### config.mk
export PLATFORM = sky130hd
export DESIGN_NAME = i2c_write
export DESIGN_NICKNAME = d
export VERILOG_FILES = /design/src/rtl/i2c_write.sv
export SDC_FILE = /design/constraint.sdc
export NUM_CORES = 1
export LEC_CHECK = 0
export ABC_AREA = 1
export CAP_MARGIN = 20
export CELL_PAD_IN_SITES_DETAIL_PLACEMENT = 0
export CELL_PAD_IN_SITES_GLOBAL_PLACEMENT = 1
export CORE_MARGIN = 4
export CORE_UTILIZATION = 41
export CTS_BUF_LIST = sky130_fd_sc_hd__clkbuf_16
export DETAILED_ROUTE_END_ITERATION = 16
export PLACE_DENSITY = 0.94
export SYNTH_ARGS = -nofsm -noshare
export SYNTH_HDL_FRONTEND = slang
export SYNTH_SLANG_ARGS = --single-unit
export TNS_END_PERCENT = 30
### constraint.sdc
create_clock -name CLK -period 4.62 [get_ports CLK]
set_clock_uncertainty 0.1 [all_clocks]
set_input_delay 0.693 -clock CLK [delete_from_list [all_inputs] [get_ports CLK]]
set_output_delay 0.693 -clock CLK [all_outputs]
set_load 0.1 [all_outputs]
### src/rtl/i2c_write.sv
// Single-shot I2C master write engine: shifts a 27-bit frame (3 bytes, each followed by
// an ack slot) out on SCLK/SDIN and records the level seen in each ack slot.
module i2c_write #(
  parameter int QDIV = 1
) (
  input  logic        CLK,
  input  logic        reset,
  input  logic [26:0] regdata,
  input  logic        GO,
  output logic        SCLK,
  output logic        SDIN,
  output logic        ACK,
  output logic        rstACK,
  output logic        ACK1,
  output logic        ACK2,
  output logic        ACK3,
  output logic        ldnACK1,
  output logic        ldnACK2,
  output logic        ldnACK3
);
  // state   | meaning
  // S_IDLE  | bus released, waiting for GO
  // S_START | start condition, 2 quarters
  // S_BIT   | one frame bit per 4 quarters, MSB first
  // S_STOP  | stop condition, 3 quarters, then idle

  localparam int QW = (QDIV > 1) ? $clog2(QDIV) : 1;
  localparam logic [QW-1:0] QLOAD = QW'(QDIV - 1);

  typedef enum logic [1:0] {S_IDLE, S_START, S_BIT, S_STOP} state_t;

  state_t        state, state_n;
  logic [QW-1:0] qcnt, qcnt_n;
  logic [1:0]    phase, phase_n;
  logic [4:0]    bitn, bitn_n;
  logic [26:0]   frame;
  logic          sclk_n, sdin_n, accept, ack_load;

  always_ff @(posedge CLK) begin
    if (reset) begin
      state   <= S_IDLE;
      qcnt    <= '0;
      phase   <= '0;
      bitn    <= '0;
      frame   <= '0;
      SCLK    <= 1'b1;
      SDIN    <= 1'b1;
      rstACK  <= 1'b0;
      ACK1    <= 1'b0;
      ACK2    <= 1'b0;
      ACK3    <= 1'b0;
      ldnACK1 <= 1'b1;
      ldnACK2 <= 1'b1;
      ldnACK3 <= 1'b1;
    end else begin
      state   <= state_n;
      qcnt    <= qcnt_n;
      phase   <= phase_n;
      bitn    <= bitn_n;
      SCLK    <= sclk_n;
      SDIN    <= sdin_n;
      rstACK  <= accept;
      ldnACK1 <= ~(ack_load && bitn_n == 5'd18);
      ldnACK2 <= ~(ack_load && bitn_n == 5'd9);
      ldnACK3 <= ~(ack_load && bitn_n == 5'd0);
      if (accept) begin
        frame <= regdata;
        ACK1  <= 1'b0;
        ACK2  <= 1'b0;
        ACK3  <= 1'b0;
      end else if (ack_load) begin
        // SDIN has been stable since q0 of this bit, so the port level is the slot level
        if (bitn_n == 5'd18) ACK1 <= SDIN;
        if (bitn_n == 5'd9)  ACK2 <= SDIN;
        if (bitn_n == 5'd0)  ACK3 <= SDIN;
      end
    end
  end

  always_comb begin
    state_n = state;
    qcnt_n  = qcnt;
    phase_n = phase;
    bitn_n  = bitn;
    accept  = 1'b0;
    if (state == S_IDLE) begin
      if (GO) begin
        accept  = 1'b1;
        state_n = S_START;
        phase_n = 2'd0;
        qcnt_n  = QLOAD;
      end
    end else if (qcnt != '0) begin
      qcnt_n = qcnt - QW'(1);
    end else begin
      qcnt_n = QLOAD;
      case (state)
        S_START: begin
          if (phase == 2'd1) begin
            state_n = S_BIT;
            phase_n = 2'd0;
            bitn_n  = 5'd26;
          end else begin
            phase_n = phase + 2'd1;
          end
        end
        S_BIT: begin
          phase_n = phase + 2'd1;
          if (phase == 2'd3) begin
            if (bitn == 5'd0) state_n = S_STOP;
            else bitn_n = bitn - 5'd1;
          end
        end
        S_STOP: begin
          if (phase == 2'd2) begin
            state_n = S_IDLE;
            phase_n = 2'd0;
          end else begin
            phase_n = phase + 2'd1;
          end
        end
        default: state_n = S_IDLE;
      endcase
    end
  end

  // Outputs are computed for the upcoming quarter and registered.
  always_comb begin
    sclk_n = 1'b1;
    sdin_n = 1'b1;
    case (state_n)
      S_START: begin
        sclk_n = (phase_n == 2'd0);
        sdin_n = 1'b0;
      end
      S_BIT: begin
        sclk_n = (phase_n == 2'd1) || (phase_n == 2'd2);
        sdin_n = (phase_n == 2'd0) ? frame[bitn_n] : SDIN;
      end
      S_STOP: begin
        sclk_n = (phase_n != 2'd0);
        sdin_n = (phase_n == 2'd2);
      end
      default: begin
        sclk_n = 1'b1;
        sdin_n = 1'b1;
      end
    endcase
  end

  assign ack_load = (state_n == S_BIT) && (phase_n == 2'd2) && (qcnt_n == '0);
  assign ACK      = ACK1 | ACK2 | ACK3;

endmodule

Word-level counts from Yosys, hierarchy flattened
Index checks and enable logic that the tools add are counted.
W data, S select, Z words.

cells by class
  add/sub/neg operators = 3
  $lt $le $gt $ge = 1
  equal/unequal tests = 14
  multiplexer cells = 30
  bitwise operators = 6
  reductions and logical operators = 15

operators by type and width
  kind                   count
  $mux W5                5
  $mux W2                12
  $eq A2 B2 Y1 const B   7
  $pmux W2 S3            2
  $logic_not A5 Y1       2
  $pmux W5 S2            1
  $eq A2 B1 Y1 const B   4
  $mux W1                7
  $lt A5 B6 Y1 const B   1
  $pmux W1 S3            2
  $reduce_and A2 Y1      3
  $bmux W1 S5            1
  $eq A5 B4 Y1 const B   1
  $eq A5 B5 Y1 const B   1
  $logic_and A1 B1 Y1    5
  $sub A5 B1 Y5 const B  1
  $logic_not A2 Y1       2
  $not A1 Y1             4
  $add A2 B1 Y2 const B  1
  $ne A2 B2 Y1 const B   1
  $or A1 B1 Y1           2
  $reduce_bool A2 Y1     1
  $reduce_or A2 Y1       1
  $logic_or A1 B1 Y1     1
  $sub A1 B1 Y1 const B  1

word-level totals
  bits in registers = 46
  output and inout bits = 10

Depth between registers and ports, before layout
  word-level depth = 11
  mapped depth = 21
  mapped depth without buffers = 20

Least setup slack after synthesis
Ideal clock, no wire load.

  path kind = register to output
  from = register ACK2
  to = output ACK
  data arrival time = 1.783 ns
  data required time = 3.827 ns
  slack = 2.044 ns
  stages on the path, launching flop included = 3
  cells stage by stage = dfxtp_1 inv_1 nand2_1

on the way
  cells in the longest elaborated chain, start to end = 2

RTL lines
  item                        RTL line  RTL
  from (decl)                 15        output logic ACK2,
  from (signal assigned)      50        ACK2 <= 1'b0;
  from (signal assigned)      69        ACK2 <= 1'b0;
  from (signal assigned)      74        if (bitn_n == 5'd9) ACK2 <= SDIN;
  $or A1 B1 Y1 (2 in series)  152       assign ACK = ACK1 | ACK2 | ACK3;
  to (decl)                   12        output logic ACK,

Every way passes these cells.

Final worst setup path
  from = register ACK3
  to = output ACK

on the way
  cells in the longest elaborated chain, start to end = 1

RTL lines
  item                    RTL line  RTL
  from (decl)             16        output logic ACK3,
  from (signal assigned)  51        ACK3 <= 1'b0;
  from (signal assigned)  70        ACK3 <= 1'b0;
  from (signal assigned)  75        if (bitn_n == 5'd0) ACK3 <= SDIN;
  $or A1 B1 Y1            152

Every way passes these cells.

==> qor.yml <==
timing:
  hold_slack_ns: 0.375
  maxSlewViolCount: 0
  rsz0062_at_grt: "no"
  period_needed_ns: 2.71
  setup_viol: 0
  relSlewSlack_pct: 34.4
  period_share_pct: 58.6
  fin_ws_ns: 1.91
  hold_violations: 0
  tns_ns: 0
  fmax_ghz: 0.369
  tightest_slew_ns: 0.980
synthesis:
  avgSynthCellArea_um2: 7.23
  netlist.top_cell.by_area: "dfxtp_1"
  yosysSeqAreaShare_pct: 38.2
  synthesis.instances: 333
  yosys_warnings: 0
  synth.distinct_cells: 31
  synth_top_area_share_pct: 38.2
  synth.area.top_cells: "dfxtp_1, nand2_1, ha_1"
  syn-num-nets: 376
  ys_ff_latch: 46
  syn_area_um2: 2410
setup_path:
  r2r_setup_slack_ns: 2.00
  critPathMaxFanout: 3
  slowest_stage: "clkdlybuf4s50_1"
  r2r_start: "state[0]"
  worstPathCellList: "nor2_1 > nand2_1 > clkdlybuf4s50_1"
  setup.worst_path.start_class: "flop"
  crit_path_end_kind: "output port"
  reg2reg_depth: 14
  path_buf_inv: 1
  required_ns: 3.83
  cp_slowest_stage_delay_ns: 1.13
  reg2reg_to: "ACK2"
  crit_family: "buffers and inverters"
  cp.arrival_ns: 1.91
  worstSetupPathType: "reg2out"
routing:
  wl_per_cell_um: 11.8
  drt_iter0_markers: 114
  antenna_left: 0
  drc: 0
  routed_wl_um: 5290
  vias_per_cell: 4.82
  vias: 2154
  drt_pass1_iterations: 4
layout:
  drive_gt1_share_pct: 7.73
  final_cell_mix: "nand2_1, dfxtp_1, inv_1"
  fin_util_pct: 54.4
  final_common_cell: "nand2_1"
  fillerInstances: 576
  diodes: 0
  final_cells: 447
  syn_to_final_growth_pct: 26.7
  final_nets: 417
cts:
  h-tree-depth: 2
  cts_sinks: 46
  clock_path_buffers: 2
  postCtsSetupRepairBufs: 0
  cts_buffers: 5
  clock_latency_ns: 0.28
  ctsHoldBuffers: 0
  cts_tree: "yes"
  clk_pin_slew_ns: 0.06
  cts_resized: 0
  cts_root_buffer: "clkbuf_16"
power:
  power.share.combinational_pct: 14.2
  power.density_nw_per_um2: 337
  p_int_uw: 787
  p_leak_uw: 0.00132
  vdd_drop_max_mv: 0.246
  switching_share_pct: 23.5
  p_seq_share_pct: 42.0
  p_clk_share_pct: 43.8
  power.switching_uw: 242
worst_hold_path:
  holdPathEnd: "frame[22]"
  hold_path_class: "reg2reg"
  hold_path_depth: 1
  hp-start: "frame[22]"
job:
  cap_violations: 0
placed_design:
  gp_congestion: 0.863
  place_ws_ns: 1.81
  place_hpwl_um: 4100
  port-buffer-count: 39
  place_inst: 439
floorplan:
  rows: 27
  dieHeight_um: 84.6
  core_region_area_um2: 5610
  die_w_um: 84.6
  dieArea_um2: 7160
  initial_utilization_pct: 42.9
  ios: 40
grt:
  track_usage_pct: 15.9
  overflow: 0
  grt_pass1_wl_um: 9540
  first_global_vias: 2147
  grt_max_degree: 29
  antenna_found_initial: 0
status:
  outcome: "complete, no violations"
## per-layer routing
layer	up-vias	share of wire, %	GRT usage [%]
met3	7	3.5	2.94
met1	961	48	20.4
li1	1154	-	-
met4	0	1.4	4.60
met5	-	0	0
met2	32	47	27.1
## worst max-delay path by stage
stage / from / to / slack, ns / cells after the start
global route: state[0] / SDIN / 1.66 / 18
floorplan: ACK2 / ACK / 2.04 / 2
detailed placement: GO / ACK2 / 1.81 / 13
CTS: ACK3 / ACK / 1.91 / 3
global placement: GO / ACK2 / 1.89 / 13
finish: ACK3 / ACK / 1.91 / 3
## synth_stat cells
master,number
buf_6,2
nand2_1,91
ha_1,13
nand2_2,4
clkinv_1,1
dfxtp_1,46
inv_2,3
or2_1,1
nor2_4,1
mux2i_1,1
nor2_1,32
o21ai_0,18
a31oi_1,1
o32ai_1,1
nand2_4,1
nand3b_1,1
nor3_2,1
nand3_1,28
nor3_1,4
nand3_2,2
clkbuf_1,5
nand4_1,2
a21oi_1,4
a211oi_2,1
a22o_1,16
a21boi_2,1
nor4_4,1
o21ai_1,5
inv_1,41
nor2_2,4
o21bai_4,1
## area by class of cell
class                           instances  area (um^2)  share of cell area [%]
Timing Repair Buffer                   41          405                    13.3
Clock inverter                          3         63.8                    2.09
Tap cell                               72         90.1                    2.95
Sequential cell                        46          921                    30.2
Clock buffer                            5          125                    4.10
Multi-Input combinational cell        235         1280                    41.9
Inverter                               45          169                    5.54
## kinds of logic (layout without fill, tap and decap cells)
family	count (synthesis)	after routing	synth area share (%)
compound gates	48	48	13.8
fa+ha+maj	13	13	6.75
buf+inv	52	94	8.73
flops	46	46	38.2
mux	1	1	0.416
simple gates	173	173	32.1
## worst register-to-register path, stage by stage (launching register included)
cell and delay (ns):
dfxtp_1 0.39, inv_1 0.08, ha_1 0.29, inv_1 0.15, nand2_1 0.09, a22o_1 0.20, a21oi_1 0.26, ha_1 0.20
nand2_1 0.06, clkinv_1 0.06, nand3_1 0.12, nor2_2 0.21, nand2_1 0.12, nor2_1 0.13, a211oi_2 0.04
## stage by stage
stage / total power, uW / instance area (um^2)
final: 1030 / 3050
after global routing: 1070 / 3050
after CTS: 1040 / 3050
after detailed placement: 588 / 2860
after global placement: 586 / 2860
after floorplan: 535 / 2410
## state kept, by name (all words and copies together) (netlist names)
name	count
ACK3	1
rstACK	1
SDIN	1
ACK2	1
SCLK	1
ldnACK1	1
state	2
frame	27
qcnt	1
ldnACK3	1
ldnACK2	1
ACK1	1
phase	2
bitn	5
## power groups by stage
stage          clock network [uW]  registers [uW]  logic [uW]
3_3_place_gp                    0             440         146
4_1_cts                       463             432         148
2_1_floorplan                   0             453        81.8
3_5_place_dp                    0             440         147
6_report                      451             432         147
5_1_grt                       473             434         167
(Power assumes the default switching activity.)
==> RTL edit 1 (config.mk and constraints unchanged) <==
The 4 states of `state_t` get a one-hot encoding in 4 bits.
--- a/src/rtl/i2c_write.sv
+++ b/src/rtl/i2c_write.sv
@@ -28,5 +28,5 @@
   localparam logic [QW-1:0] QLOAD = QW'(QDIV - 1);
 
-  typedef enum logic [1:0] {S_IDLE, S_START, S_BIT, S_STOP} state_t;
+  typedef enum logic [3:0] {S_IDLE = 4'b0001, S_START = 4'b0010, S_BIT = 4'b0100, S_STOP = 4'b1000} state_t;
 
   state_t        state, state_n;
Check against the original RTL: no difference found for any inputs over 10 cycles, from zero or initial values and one cycle with reset high; not proved beyond that.
==> RTL edit 1 against the original RTL <==
  * Total power is 7.0% lower
  * Sequential cell count is 2 higher
  * Via count is 9.2% higher
  * Worst setup slack better by 34 ps
  * Area after synthesis is 7.7% higher
  * Clock power is 26% lower
  * Wire length is 11% higher
  * Hold slack worse by 0.78 ps
  * Cell area is 4.0% higher
  * Highest routed layer unchanged
==> RTL edit 1: results <==
[placed_design]
hpwl_um = 4500
port_buffers = 39
gp_congestion = 0.908

[setup_path]
path_delay_family = buffers and inverters
critPathArrivalTime_ps = 1880
cp_slowest_stage_delay_ps = 1170
crit_slowest_cell = clkdlybuf4s50_1
critPathMaxFanout = 5

[grt]
grt_pass1_vias = 2260
use_met3_pct = 3.01
grt_pass1_wl_um = 10100
grtUsageTotal_pct = 16.4
antenna_found_initial = 0
met2_usage_pct = 27.2
grt.busiest_layer = met2
grt_max_degree = 29
grtUsageMet1_pct = 21.9

[route]
first_pass_iters = 4
top_layer_used = met4
met3_length_um = 254
wl_met2_um = 2780
m1WireLength_um = 2800
drc = 0
vias = 2353
dr.first_iter.drc_count = 97
wirelength_um = 5880

[yosys]
synth_commonest_cells = nand2_1 (85), dfxtp_1 (48), inv_1 (45)
ys.warnings.count = 0
yosysUniqueCellTypes = 33
synth_seq_area_share_pct = 37.0
ys_async_sr_fraction_pct = 0
synth-adder-area-share_pct = 4.34
ys.flop_type = dfxtp_1
synthMuxAreaShare_pct = 0
syn_nets = 395
synth_xor_area_share_pct = 0
yosys-top-cells-area = dfxtp_1 (37%), nand2_1 (12%), nand3_1 (8.1%), a22o_1 (7.1%), inv_1 (6.5%)
synth_compound_area_share_pct = 13.7

[timing]
worstMarginPinSlew_ps = 991

[power_and_ir_drop]
p_leak_nw = 1.39
ir_worst_vdd_v = 0.000245

[clock_tree]
post_cts_buffers = 0
root_buffer = clkbuf_16
holdBufCountCts = 0
post_cts_resized = 0
clockBufferDepth = 2
cts_max_level = 2
clkLatencyLatePin_ps = 280
path_clk_slew_ps = 60
numCtsBuffers = 5

[worst_hold_path]
hold_path.class = flop to flop

[finish]
reg.largest.list = frame (27), bitn (5), state (4)
antenna_cells = 0
area_delta_synth_final_pct = 22.3
final_nets = 434
layout-drive-gt1-share_pct = 10.1

[status]
status = complete, no violations
==> RTL edit 1: worst paths after layout <==
path | start | endpoint | slack, ps | cells after the start
setup reg to reg | phase[1]$_SDFF_PP0_ | ACK2$_SDFFE_PP0P_ | 1990 | 16
hold reg to reg | frame[16]$_SDFFE_PP0P_ | frame[16]$_SDFFE_PP0P_ | 370 | 1
setup / recovery | SDIN$_SDFFE_PP1P_ | SDIN | 1950 | 1
hold / removal | frame[16]$_SDFFE_PP0P_ | frame[16]$_SDFFE_PP0P_ | 370 | 1
==> RTL edit 1: stage by stage <==
step	hold WS [ps]	cells	setup WS [ps]	utilization (%)	cell area, µm²
2_1_floorplan	343	356	2080	-	2590
4_1_cts	377	471	1940	52.7	3170
3_5_place_dp	360	463	1810	50.4	3040
3_3_place_gp	357	463	1860	50.4	3040
6_report	374	471	1950	52.7	3170
5_1_grt	393	471	1700	52.7	3170
==> RTL edit 1: report_power, final <==
group	total [W]	internal (W)	switching, W
combinational	0.000169	0.0000676	0.000102
clock	0.000335	0.000195	0.000140
sequential	0.000453	0.000438	0.0000148
total	0.000957	0.000700	0.000257
==> RTL edit 1: area by class of cell <==
| type | count | area, µm² |
|---|---|---|
| Fill cell | 581 | 2850 |
| Multi-Input combinational cell | 249 | 1390 |
| Clock buffer | 5 | 125 |
| Tap cell | 75 | 93.8 |
| Sequential cell | 48 | 961 |
| Clock inverter | 3 | 11.3 |
| Inverter | 51 | 194 |
| Timing Repair Buffer | 40 | 398 |
==> RTL edit 1: logic make-up (layout without fill, tap and decap cells) <==
| family | after synthesis | after routing |
|---|---|---|
| simple gates | 194 | 194 |
| buf+inv | 59 | 99 |
| flops | 48 | 48 |
| compound gates | 46 | 46 |
| fa+ha+maj | 9 | 9 |
==> RTL edit 2 (same settings) <==
Without the edit above. Make the reset (`reset`) asynchronous in one clocked block.
--- a/src/rtl/i2c_write.sv
+++ b/src/rtl/i2c_write.sv
@@ -37,5 +37,5 @@
   logic          sclk_n, sdin_n, accept, ack_load;
 
-  always_ff @(posedge CLK) begin
+  always_ff @(posedge CLK or posedge reset) begin
     if (reset) begin
       state   <= S_IDLE;
Formal check against the unedited RTL: differs if reset is asserted again (counterexample within 4 cycles, from zero or initial values and one cycle with reset high); with reset held inactive, the same outputs for 10 cycles.
==> RTL edit 2 against the original RTL <==
  * Worst setup slack got worse by 650 ps
  * Synthesized cell count increased by 2.4%
  * Register-to-register slack got worse by 650 ps
  * Wire length increased by 2.8%
  * Area after synthesis increased by 8.2%
  * Sequential cell count unchanged
  * Critical endpoint is now ACK3$_DFFE_PP0P_
  * Sequential share of layout area increased by 6.1 points
  * Cell area increased by 4.7%
Power is not compared: it rests on default switching activity, and its combinational part moved more than twofold at a synthesized area within 25%.
==> RTL edit 2: results <==
[yosys]
ys.flop_type = dfrtp_1
synth-adder-area-share_pct = 6.24
synth_seq_area_share_pct = 44.4
synthMuxAreaShare_pct = 0
synth_commonest_cells = nand2_1 (133), dfrtp_1 (41), inv_1 (40)
synth_compound_area_share_pct = 7.25
synth_xor_area_share_pct = 0.336
yosys-top-cells-area = dfrtp_1 (39%), nand2_1 (19%), ha_1 (6.2%), inv_1 (5.8%), nand3_1 (5.4%)
syn_nets = 384
ys_async_sr_fraction_pct = 100

[finish]
final_nets = 424
multi_input_cells = 244
fill_cells = 591
sh_seq_area_pct = 36.2
multi_input_area_share_pct = 38.6
clock_area_share_pct = 4.47
layout-drive-gt1-share_pct = 8.90
n_all_inverters = 43
clkbuf_count = 5

[setup_path]
crit_slowest_cell = nand2_1
worst-r2r-cell-count = 15
cp-endpoint = ACK3$_DFFE_PP0P_
path_delay_family = simple AND/OR/NAND/NOR gates
worst-r2r-setup-slack_ps = 1350
cp-end-kind = flop
critPathMaxFanout = 24
cp_slowest_stage_delay_ps = 570
rr_startpoint = state[0]$_DFF_PP0_
crit_start = GO

[grt]
grtUsageMet1_pct = 19.1
grt_pass1_wl_um = 9270
use_met3_pct = 2.92
grt_pass1_vias = 2118
grtUsageTotal_pct = 15.3
grt_max_degree = 47
met2_usage_pct = 26.2

[clock_tree]
clkLatencyLatePin_ps = 280
root_buffer = clkbuf_16

[power_and_ir_drop]
p_sw_share_pct = 44.7
p_leak_nw = 1.57
pwr-share-comb_pct = 48.9

[worst_hold_path]
hp-start = SDIN$_DFFE_PP1P_
holdPathStages = 2
whs_endpoint = SDIN$_DFFE_PP1P_
hold_path.class = flop to flop

[route]
vias = 2158
met3_length_um = 111
first_pass_iters = 4
avgRoutedWirePerCell_um = 11.9
dr.first_iter.drc_count = 109
m1WireLength_um = 2530
wl_met2_um = 2710

[placed_design]
hpwl_um = 4150
gp_congestion = 0.848

[timing]
worstMarginPinSlew_ps = 970

[status]
status = complete, no violations
RTL edit 2: cell types whose count changed in the layout (fill, tap and decap cells not counted), sizes merged, moves of 2 or more:
cell,delta
nor2,-14
dfstp,+5
bufinv,-2
o22ai,+3
dfrtp,+41
a22o,-16
nor3,-2
dfxtp,-46
nand2,+41
RTL edit 2: cell families after synthesis:
group,count (synthesis)
buffers and inverters,51
flip-flops,46
adder cells (fa/ha/maj),13
XOR/XNOR,1
AO/OA/AOI/OAI,30
AND/OR/NAND/NOR,200
RTL edit 2: through the flow:
stage / hold WS [ps] / cells / cell area (µm²) / worst slack (ps) / total power [W]
final: 376 / 457 / 3190 / 1270 / 0.00194
after global routing: 397 / 457 / 3190 / 1020 / 0.00211
after floorplan: 340 / 341 / 2610 / 2090 / 0.00139
after CTS: 379 / 457 / 3190 / 1280 / 0.00195
after detailed placement: 365 / 449 / 3050 / 1000 / 0.00160
after global placement: 361 / 449 / 3050 / 1200 / 0.00158
